File: config.mk
export PLATFORM = sky130hd
export DESIGN_NAME = spcpu_mem_access_unit
export DESIGN_NICKNAME = d
export VERILOG_FILES = /design/src/rtl/pkg_cpu.sv /design/src/rtl/pkg_mem_acc.sv /design/src/rtl/mem_acc_wait_timer.sv /design/src/rtl/spcpu_mem_access_unit.sv
export SDC_FILE = /design/constraint.sdc
export NUM_CORES = 1
export LEC_CHECK = 0
export ABC_CLOCK_PERIOD_IN_PS = 7300
export CORE_UTILIZATION = 53
export CTS_CLUSTER_SIZE = 14
export DETAILED_ROUTE_END_ITERATION = 8
export HOLD_SLACK_MARGIN = 0.02
export PLACE_DENSITY = 0.86
export SETUP_SLACK_MARGIN = 0.02
export SLEW_MARGIN = 20
export SYNTH_ARGS = -nofsm -noshare
export SYNTH_HDL_FRONTEND = slang
export SYNTH_SLANG_ARGS = --single-unit
File: constraint.sdc
create_clock -name clk -period 7.3 [get_ports clk]
set_input_delay 1.46 -clock clk [delete_from_list [all_inputs] [get_ports clk]]
set_output_delay 1.46 -clock clk [all_outputs]
set_load 0.05 [all_outputs]
File: src/rtl/pkg_cpu.sv
// pkg_cpu: core-side encodings shared with the memory access unit
package pkg_cpu;

    localparam logic cpu_data_acc_sz_8  = 1'b0;
    localparam logic cpu_data_acc_sz_16 = 1'b1;

endpackage

File: src/rtl/pkg_mem_acc.sv
// pkg_mem_acc: states, access sizes, error causes and beat helpers for the memory access unit
package pkg_mem_acc;

    typedef enum logic [1:0] {IDLE, BEAT, RESP} mem_acc_state;

    typedef enum logic [1:0] {SZ_8 = 2'd0, SZ_16 = 2'd1, SZ_32 = 2'd2} mem_acc_size;

    localparam logic [1:0] ERR_NONE     = 2'd0;
    localparam logic [1:0] ERR_MISALIGN = 2'd1;
    localparam logic [1:0] ERR_SIZE     = 2'd2;
    localparam logic [1:0] ERR_TIMEOUT  = 2'd3;

    function automatic logic [2:0] beat_count(input logic [1:0] size, input int bus_bytes);
        int bytes;
        bytes = 1 << size;
        return (bytes <= bus_bytes) ? 3'd1 : 3'(bytes / bus_bytes);
    endfunction

    function automatic logic [31:0] size_mask(input logic [1:0] size);
        return (size == SZ_8) ? 32'h0000_00FF : (size == SZ_16) ? 32'h0000_FFFF : 32'hFFFF_FFFF;
    endfunction

    function automatic logic [1:0] err_cause(input logic [1:0] size, input logic addr_lsb);
        return (size == 2'd3) ? ERR_SIZE : (addr_lsb && size != SZ_8) ? ERR_MISALIGN : ERR_NONE;
    endfunction

    function automatic logic is_err(input logic [1:0] cause);
        return cause != ERR_NONE;
    endfunction

endpackage

File: src/rtl/mem_acc_wait_timer.sv
// mem_acc_wait_timer: counts consecutive stalled beat cycles and flags the last allowed one
module mem_acc_wait_timer #(
    parameter int WAIT_TIMEOUT = 15
) (
    input  logic clk,
    input  logic reset,
    input  logic i_clear,
    input  logic i_stall,
    output logic o_timeout
);

    logic [7:0] r_cnt;

    assign o_timeout = i_stall && r_cnt == 8'(WAIT_TIMEOUT - 1);

    // restart on every new beat or completed beat, count while the memory holds off
    always_ff @(posedge clk or posedge reset) begin
        if (reset)
            r_cnt <= 8'd0;
        else
            r_cnt <= (i_clear || !i_stall) ? 8'd0 : r_cnt + 8'd1;
    end

endmodule

File: src/rtl/spcpu_mem_access_unit.sv
// spcpu_mem_access_unit: splits big-endian core accesses into memory bus beats with wait/timeout handling
module spcpu_mem_access_unit
    import pkg_mem_acc::*;
    import pkg_cpu::*;
#(
    parameter int ADDR_WIDTH   = 16,
    parameter int BUS_BYTES    = 2,
    parameter int WAIT_TIMEOUT = 15
) (
    input  logic                    clk,
    input  logic                    reset,
    input  logic                    req_valid,
    output logic                    req_ready,
    input  logic [ADDR_WIDTH-1:0]   req_addr,
    input  logic                    req_we,
    input  logic [1:0]              req_size,
    input  logic [31:0]             req_wdata,
    output logic                    resp_valid,
    output logic [31:0]             resp_rdata,
    output logic                    resp_err,
    output logic [ADDR_WIDTH-1:0]   mem_addr,
    output logic                    mem_we,
    output logic                    mem_acc_sz,
    output logic [8*BUS_BYTES-1:0]  mem_wdata,
    input  logic [8*BUS_BYTES-1:0]  mem_rdata,
    output logic                    mem_req,
    input  logic                    mem_ready
);

    localparam int BW = 8 * BUS_BYTES;

    mem_acc_state r_state;
    logic [2:0]   r_left;
    logic         r_we;
    logic [1:0]   r_size;
    logic [31:0]  r_wdata;
    logic [31:0]  r_rdata;
    logic [1:0]   w_cause;
    logic [4:0]   w_shift;
    logic [31:0]  w_wd;
    logic [31:0]  w_rnext;
    logic         w_stall;
    logic         w_timeout;

    assign req_ready = r_state == IDLE;
    assign w_stall   = r_state == BEAT && !mem_ready;
    assign w_cause   = err_cause(req_size, req_addr[0]);
    // write data is left-justified so the first beat always takes the top bus slice;
    // a byte on a wide bus sits in the lowest lane of that slice
    assign w_shift   = (req_size == SZ_32) ? 5'd0 : (req_size == SZ_16 || BUS_BYTES == 2) ? 5'd16 : 5'd24;
    assign w_wd      = (req_wdata & size_mask(req_size)) << w_shift;
    assign w_rnext   = 32'(r_rdata << BW) | 32'(mem_rdata);

    mem_acc_wait_timer #(.WAIT_TIMEOUT(WAIT_TIMEOUT)) u_timer (
        .clk       (clk),
        .reset     (reset),
        .i_clear   (r_state != BEAT),
        .i_stall   (w_stall),
        .o_timeout (w_timeout)
    );

    // request FSM: accept in IDLE, run beats, pulse the response for one cycle
    always_ff @(posedge clk or posedge reset) begin
        if (reset) begin
            r_state    <= IDLE;
            r_left     <= 3'd0;
            r_we       <= 1'b0;
            r_size     <= 2'd0;
            r_wdata    <= 32'd0;
            r_rdata    <= 32'd0;
            resp_valid <= 1'b0;
            resp_err   <= 1'b0;
            resp_rdata <= 32'd0;
            mem_req    <= 1'b0;
            mem_we     <= 1'b0;
            mem_addr   <= '0;
            mem_wdata  <= '0;
            mem_acc_sz <= cpu_data_acc_sz_16;
        end else begin
            case (r_state)
                IDLE: if (req_valid) begin
                    r_we    <= req_we;
                    r_size  <= req_size;
                    r_rdata <= 32'd0;
                    if (is_err(w_cause)) begin
                        r_state    <= RESP;
                        resp_valid <= 1'b1;
                        resp_err   <= 1'b1;
                        resp_rdata <= 32'd0;
                    end else begin
                        r_state    <= BEAT;
                        r_left     <= beat_count(req_size, BUS_BYTES);
                        mem_req    <= 1'b1;
                        mem_we     <= req_we;
                        mem_addr   <= req_addr;
                        mem_wdata  <= w_wd[31 -: BW];
                        r_wdata    <= w_wd << BW;
                        mem_acc_sz <= (BUS_BYTES == 1 || req_size == SZ_8) ? cpu_data_acc_sz_8 : cpu_data_acc_sz_16;
                    end
                end
                BEAT: if (w_timeout) begin
                    r_state    <= RESP;
                    mem_req    <= 1'b0;
                    mem_we     <= 1'b0;
                    resp_valid <= 1'b1;
                    resp_err   <= is_err(ERR_TIMEOUT);
                    resp_rdata <= 32'd0;
                end else if (mem_ready) begin
                    r_rdata <= w_rnext;
                    if (r_left == 3'd1) begin
                        r_state    <= RESP;
                        mem_req    <= 1'b0;
                        mem_we     <= 1'b0;
                        resp_valid <= 1'b1;
                        resp_err   <= 1'b0;
                        resp_rdata <= r_we ? 32'd0 : w_rnext & size_mask(r_size);
                    end else begin
                        r_left    <= r_left - 3'd1;
                        mem_addr  <= mem_addr + ADDR_WIDTH'(BUS_BYTES);
                        mem_wdata <= r_wdata[31 -: BW];
                        r_wdata   <= r_wdata << BW;
                    end
                end
                RESP: begin
                    r_state    <= IDLE;
                    resp_valid <= 1'b0;
                    resp_err   <= 1'b0;
                end
                default: r_state <= IDLE;
            endcase
        end
    end

endmodule

==> results.py, run 1 <==
metrics = {
    "status": {
        "status": "finished clean",
    },
    "floorplanning": {
        "chipWidth_um": 104,
        "die_h_um": 104,
        "fp-row-count": 36,
        "initial_core_util": 0.555,
        "ios": 141,
        "die_area_um2": 10800,
        "core_area_um2": 9910,
    },
    "power_and_ir_drop": {
        "ir_worst_vdd_uv": 301,
        "p_leak_nw": 3.27,
        "power_density_nw_per_um2": 448,
    },
    "sta": {
        "relSlewSlack": 0.283,
        "max_freq_mhz": 249,
        "worst_slack_ns": 3.29,
        "fin_setup_tns_ns": 0,
        "grt_setup_unrepaired": "false",
        "finClkSkew_ns": 0.00916,
        "slew_violations": 0,
        "hold_violations": 0,
        "setup_viol": 0,
        "tightest_slew_ns": 1.07,
        "fin_crit_ns": 4.01,
        "min_period_over_period": 0.549,
    },
    "finish": {
        "fin_util": 0.753,
        "most-common-layout-cells": "140 x clkdlybuf4s50_1, 124 x nand2_1, 116 x dfrtp_1, 63 x o21ai_0, 42 x nand3_1",
        "layoutNonFillerInstCount": 874,
        "syn2layout_area_growth_pct": 35.8,
        "design_area_um2": 7460,
        "diodes": 0,
        "drive_gt1_frac": 0.0688,
        "final_common_cell": "clkdlybuf4s50_1",
        "nNetsFinal": 804,
    },
    "global_routing": {
        "grtUsageMet1": 0.375,
        "grt.met2_usage": 0.469,
        "grt_pass1_vias": 5085,
        "grt_max_degree": 67,
        "grt_pass1_wl_um": 24800,
        "grt_use_total": 0.287,
        "busiest_layer": "met2",
        "met3_usage": 0.0485,
        "grt_remaining_overflow": 0,
        "antenna_found_initial": 0,
    },
    "yosys": {
        "synth_edf_count": 0,
        "async_flop_share": 1.00,
        "yosysSeqAreaShare": 0.533,
        "syn_inst": 608,
        "synth_cell_types": 56,
        "avgSynthCellArea_um2": 9.04,
        "synth-main-ff-cell": "dfrtp_1",
        "synth_nets": 684,
        "synth_area_um2": 5500,
        "synth_warnings": 0,
        "ys_ff_latch": 117,
    },
    "route": {
        "drt_iter0_markers": 469,
        "drc_errors": 0,
        "drt_wl_total_um": 15100,
        "vias_per_cell": 5.91,
        "post_drt_wl_per_cell_um": 17.3,
        "ant_nets": 0,
        "drt-pass1-iter-count": 6,
        "num_vias": 5166,
    },
    "placed_design": {
        "placed_cell_area_um2": 6890,
        "place_congestion": 0.819,
        "pre_cts_ws_ns": 2.83,
        "hpwl_um": 9540,
        "io_buffer_count": 140,
        "dp_cells": 842,
    },
    "setup_path": {
        "worstPathCellList": "clkdlybuf4s50_1 > maj3_1 > o22ai_1 > nand2_2 > a22o_1 > a311o_1",
        "crit_family": "compound AO/OA/AOI/OAI gates",
        "start_kind": "input pin",
        "cp.required_ns": 7.70,
        "cp-end-kind": "flip-flop",
        "crit_type": "input pin to flip-flop",
        "max_stage_delay_ns": 0.74,
        "critPathBufInv": 1,
        "cp_slowest_cell": "clkdlybuf4s50_1",
        "cp.arrival_ns": 4.41,
        "path_max_fanout": 64,
    },
    "clock_network": {
        "cts_root_buf": "clkbuf_8",
        "ctsLongestPathBuffers": 2,
        "ctsResizeCount": 0,
        "worstSkewPairLatency_ns": 0.51,
        "cts_tree": "yes",
        "cts_buffers": 17,
        "clkSlewWorstSetupHoldPaths_ns": 0.06,
        "htreeDepth": 4,
        "cts.sinks": 117,
        "postCtsSetupBuffers": 0,
        "cts_hold_buf": 0,
    },
    "worst_hold_path": {
        "holdCritPathClass": "flip-flop to flip-flop",
    },
    "flow_run": {
        "drv_cap": 0,
    },
}
==> power breakdown <==
group / switching, mW / internal (mW) / leakage [nW]
Sequential: 0.187 / 0.877 / 1.53
Combinational: 1.02 / 0.476 / 1.45
Clock: 0.310 / 0.473 / 0.279
==> synth_stat cells, drive strengths merged (4+ instances only) <==
master | count | area, µm²
a41o | 8 | 80.1
ha | 5 | 62.6
xor2 | 4 | 35.0
a221o | 8 | 80.1
inv | 32 | 120
o21ai | 75 | 375
buf | 11 | 87.6
nand2b | 4 | 25.0
nor2b | 11 | 68.8
o22ai | 8 | 50.1
nand4 | 12 | 75.1
nor2 | 25 | 93.8
dfrtp | 116 | 2900
nand3 | 42 | 210
nand2 | 125 | 469
clkbuf | 31 | 116
a21oi | 39 | 199
==> metrics by stage <==
step                power (mW)  hold WS (ns)
finish                    3.34         0.472
global placement          2.47         0.444
global route              3.51         0.489
detailed placement        2.52         0.455
floorplan                 2.08         0.433
CTS                       3.33         0.467
==> kinds of logic (layout without fill, tap and decap cells) <==
kind of cell / count (synthesis) / after routing / synth area share
buf+inv: 75 / 208 / 0.0597
fa+ha+maj: 6 / 6 / 0.0132
xor+xnor: 5 / 5 / 0.00797
mux: 4 / 4 / 0.00797
flops: 117 / 117 / 0.533
simple gates: 241 / 241 / 0.200
compound gates: 160 / 160 / 0.178
==> layer usage <==
metal | up-vias | routed length, µm
met2 | 248 | 7510
met4 | 0 | 442
li1 | 2353 | -
met5 | - | 0
met1 | 2521 | 6240
met3 | 44 | 905
==> state kept, by name, indices dropped and copies added, names as in the netlist <==
signal and flops:
r_state 2, mem_we 1, mem_req 1, mem_wdata 16, resp_err 1, u_timer.r_cnt 8
r_rdata 16, mem_addr 16, resp_rdata 32, mem_acc_sz 1, r_left 3, r_wdata 16
r_size 2, resp_valid 1, r_we 1
==> cell type report <==
class | count | area (µm²)
Inverter | 33 | 126
Clock buffer | 19 | 442
Clock inverter | 13 | 123
Timing Repair Buffer | 143 | 1420
Multi-Input combinational cell | 416 | 2250
Fill cell | 694 | 2440
Sequential cell | 117 | 2930
Tap cell | 133 | 166
==> worst min-delay path, stage by stage, from the launching register on <==
cell and delay (ns):
dfrtp_1 0.33, nand2_1 0.05, nand2_1 0.05
==> path summary, 6_finish.rpt <==
check | from | slack [ns] | end | cells past startpoint
worst max register to register | r_state[0]$_DFFE_PP0P_ | 4.21 | r_left[1]$_DFFE_PP0P_ | 6
worst min-delay path | r_wdata[29]$_DFFE_PP0P_ | 0.47 | r_wdata[29]$_DFFE_PP0P_ | 2
worst min register to register | r_wdata[29]$_DFFE_PP0P_ | 0.47 | r_wdata[29]$_DFFE_PP0P_ | 2
worst max-delay path | req_size[0] | 3.29 | mem_addr[12]$_DFFE_PP0P_ | 6
max in group asynchronous | reset | 4.64 | mem_addr[0]$_DFFE_PP0P_ | 3
min in group asynchronous | reset | 1.41 | mem_wdata[11]$_DFFE_PP0P_ | 2
Note: power is estimated with default switching activity, not from simulation.
==> run 2: changes to the inputs <==
ABC_CLOCK_PERIOD_IN_PS = 3850   (was 7300)
CORE_UTILIZATION = 49   (was 53)
PLACE_DENSITY = 0.8   (was 0.86)
clock period = 3.85 ns   (was 7.3 ns; I/O delays follow)
==> run 2 against run 1 <==
Against the previous run: design area increased by 2.6%; sequential cell count unchanged; setup slack got worse by 2.4 ns; register-to-register slack got worse by 3.2 ns.
==> results.py, run 2 (synthesis gave the netlist of run 1 again) <==
metrics = {
    "placed_design": {
        "dp_cells": 856,
        "hpwl_um": 9940,
        "io_buffer_count": 140,
        "placed_cell_area_um2": 6980,
        "place_congestion": 0.831,
    },
    "clock_network": {
        "cts_hold_buf": 0,
        "cts_buffers": 17,
        "ctsLongestPathBuffers": 2,
        "worstSkewPairLatency_ns": 0.51,
        "ctsResizeCount": 0,
        "clkSlewWorstSetupHoldPaths_ns": 0.06,
        "postCtsSetupBuffers": 0,
        "htreeDepth": 4,
        "cts_tree": "yes",
        "cts_root_buf": "clkbuf_8",
        "cts.sinks": 117,
    },
    "route": {
        "drt-pass1-iter-count": 5,
        "drt_wl_total_um": 15100,
        "num_vias": 5124,
        "ant_nets": 0,
        "drc_errors": 0,
        "drt_iter0_markers": 356,
        "post_drt_wl_per_cell_um": 17.0,
        "vias_per_cell": 5.77,
    },
    "finish": {
        "top_register": "resp_rdata",
        "drive_gt1_frac": 0.0735,
        "syn2layout_area_growth_pct": 39.4,
        "most-common-layout-cells": "140 x clkdlybuf4s50_1, 124 x nand2_1, 116 x dfrtp_1, 63 x o21ai_0, 42 x nand3_1",
        "largest_reg_flops": 32,
        "nNetsFinal": 811,
        "layoutNonFillerInstCount": 888,
        "design_area_um2": 7660,
        "diodes": 0,
        "final_common_cell": "clkdlybuf4s50_1",
    },
    "power_and_ir_drop": {
        "ir_worst_vdd_uv": 618,
        "p_leak_nw": 3.34,
        "finalPower_mw": 6.67,
        "p_int_mw": 3.83,
        "p_sw_frac": 0.426,
        "clkPwrFrac": 0.270,
        "power_frac_comb": 0.429,
        "switching_power_mw": 2.84,
        "seq_power_share": 0.302,
        "power_density_nw_per_um2": 871,
    },
    "setup_path": {
        "cp_slowest_cell": "clkdlybuf4s50_1",
        "cp-end-kind": "output pin",
        "worstPathCellList": "nor2_1 > clkdlybuf4s50_1",
        "crit_type": "flip-flop to output pin",
        "start_kind": "flip-flop",
        "cp.arrival_ns": 2.22,
        "cp.required_ns": 3.08,
        "max_stage_delay_ns": 0.84,
        "path_max_fanout": 17,
    },
    "floorplanning": {
        "initial_core_util": 0.505,
        "core_area_um2": 10900,
        "fp-row-count": 38,
        "die_area_um2": 11600,
        "chipWidth_um": 108,
        "die_h_um": 108,
        "ios": 141,
    },
    "global_routing": {
        "grt_pass1_vias": 5093,
        "grt_use_total": 0.274,
        "grt_remaining_overflow": 0,
        "grt_max_degree": 72,
        "grt_pass1_wl_um": 24600,
        "antenna_found_initial": 0,
    },
    "sta": {
        "fin_setup_tns_ns": 0,
        "grt_setup_unrepaired": "false",
        "tightest_slew_ns": 1.04,
        "setup_viol": 0,
        "hold_violations": 0,
        "max_freq_mhz": 335,
        "relSlewSlack": 0.303,
        "min_period_over_period": 0.776,
        "finClkSkew_ns": 0.00655,
        "slew_violations": 0,
        "hold_slack_ns": 0.463,
        "fin_crit_ns": 2.99,
    },
    "flow_run": {
        "drv_cap": 0,
    },
    "status": {
        "status": "finished clean",
    },
    "worst_hold_path": {
        "holdCritPathClass": "flip-flop to flip-flop",
    },
}
[run 2: cell count changes in the layout (fill, tap and decap cells not counted), moves of 2 or more]
cell	delta
buf_12	+2
buf_4	+5
bufinv_16	+5
clkinv_2	-2
clkinv_4	-3
clkinvlp_4	+4
inv_6	-4
[run 2: final timing paths]
path | slack (ns) | startpoint | cells past startpoint | end
max in group asynchronous | 2.39 | reset | 3 | resp_rdata[9]$_DFFE_PP0P_
worst max register to register | 0.98 | r_state[0]$_DFFE_PP0P_ | 6 | r_left[1]$_DFFE_PP0P_
worst min register to register | 0.46 | r_wdata[28]$_DFFE_PP0P_ | 2 | r_wdata[28]$_DFFE_PP0P_
min in group asynchronous | 0.70 | reset | 2 | mem_wdata[5]$_DFFE_PP0P_
worst min-delay path | 0.46 | r_wdata[28]$_DFFE_PP0P_ | 2 | r_wdata[28]$_DFFE_PP0P_
worst max-delay path | 0.86 | r_state[0]$_DFFE_PP0P_ | 2 | req_ready
[run 2: power by group through the flow]
stage | Combinational (mW) | Sequential, mW | Clock (mW)
floorplan | 1.18 | 2.77 | 0
global placement | 2.76 | 1.99 | 0
detailed placement | 2.84 | 2.01 | 0
CTS | 2.86 | 2.00 | 1.81
global route | 3.08 | 2.07 | 1.88
finish | 2.86 | 2.01 | 1.80
[run 2: per-stage QoR]
step	setup WS (ns)	util
final	0.864	0.704
after floorplan	1.53	-
after global placement	0.908	0.641
after detailed placement	0.809	0.641
after CTS	0.851	0.704
after global routing	0.724	0.704
[run 2: critical path, delay by kind of cell (launching register included)]
family / cells / cell delay, ns
flip-flops: 1 / 0.58
buffers and inverters: 1 / 0.84
AND/OR/NAND/NOR: 1 / 0.28
[run 2: final cells by class]
class	instances	area (µm²)
fill	798	3230
timing repair buffer	150	1500
sequential	117	2930
clock buffer	20	455
multi-input combinational	416	2250
clock inverter	12	224
inverter	33	128
tap	140	175
[run 2: metal layers]
| layer | global-route usage | vias up | part of all wire |
|---|---|---|---|
| met5 | 0 | - | 0 |
| met3 | 0.0569 | 39 | 0.062 |
| met4 | 0.112 | 0 | 0.021 |
| met1 | 0.347 | 2488 | 0.42 |
| li1 | - | 2376 | - |
| met2 | 0.458 | 221 | 0.49 |
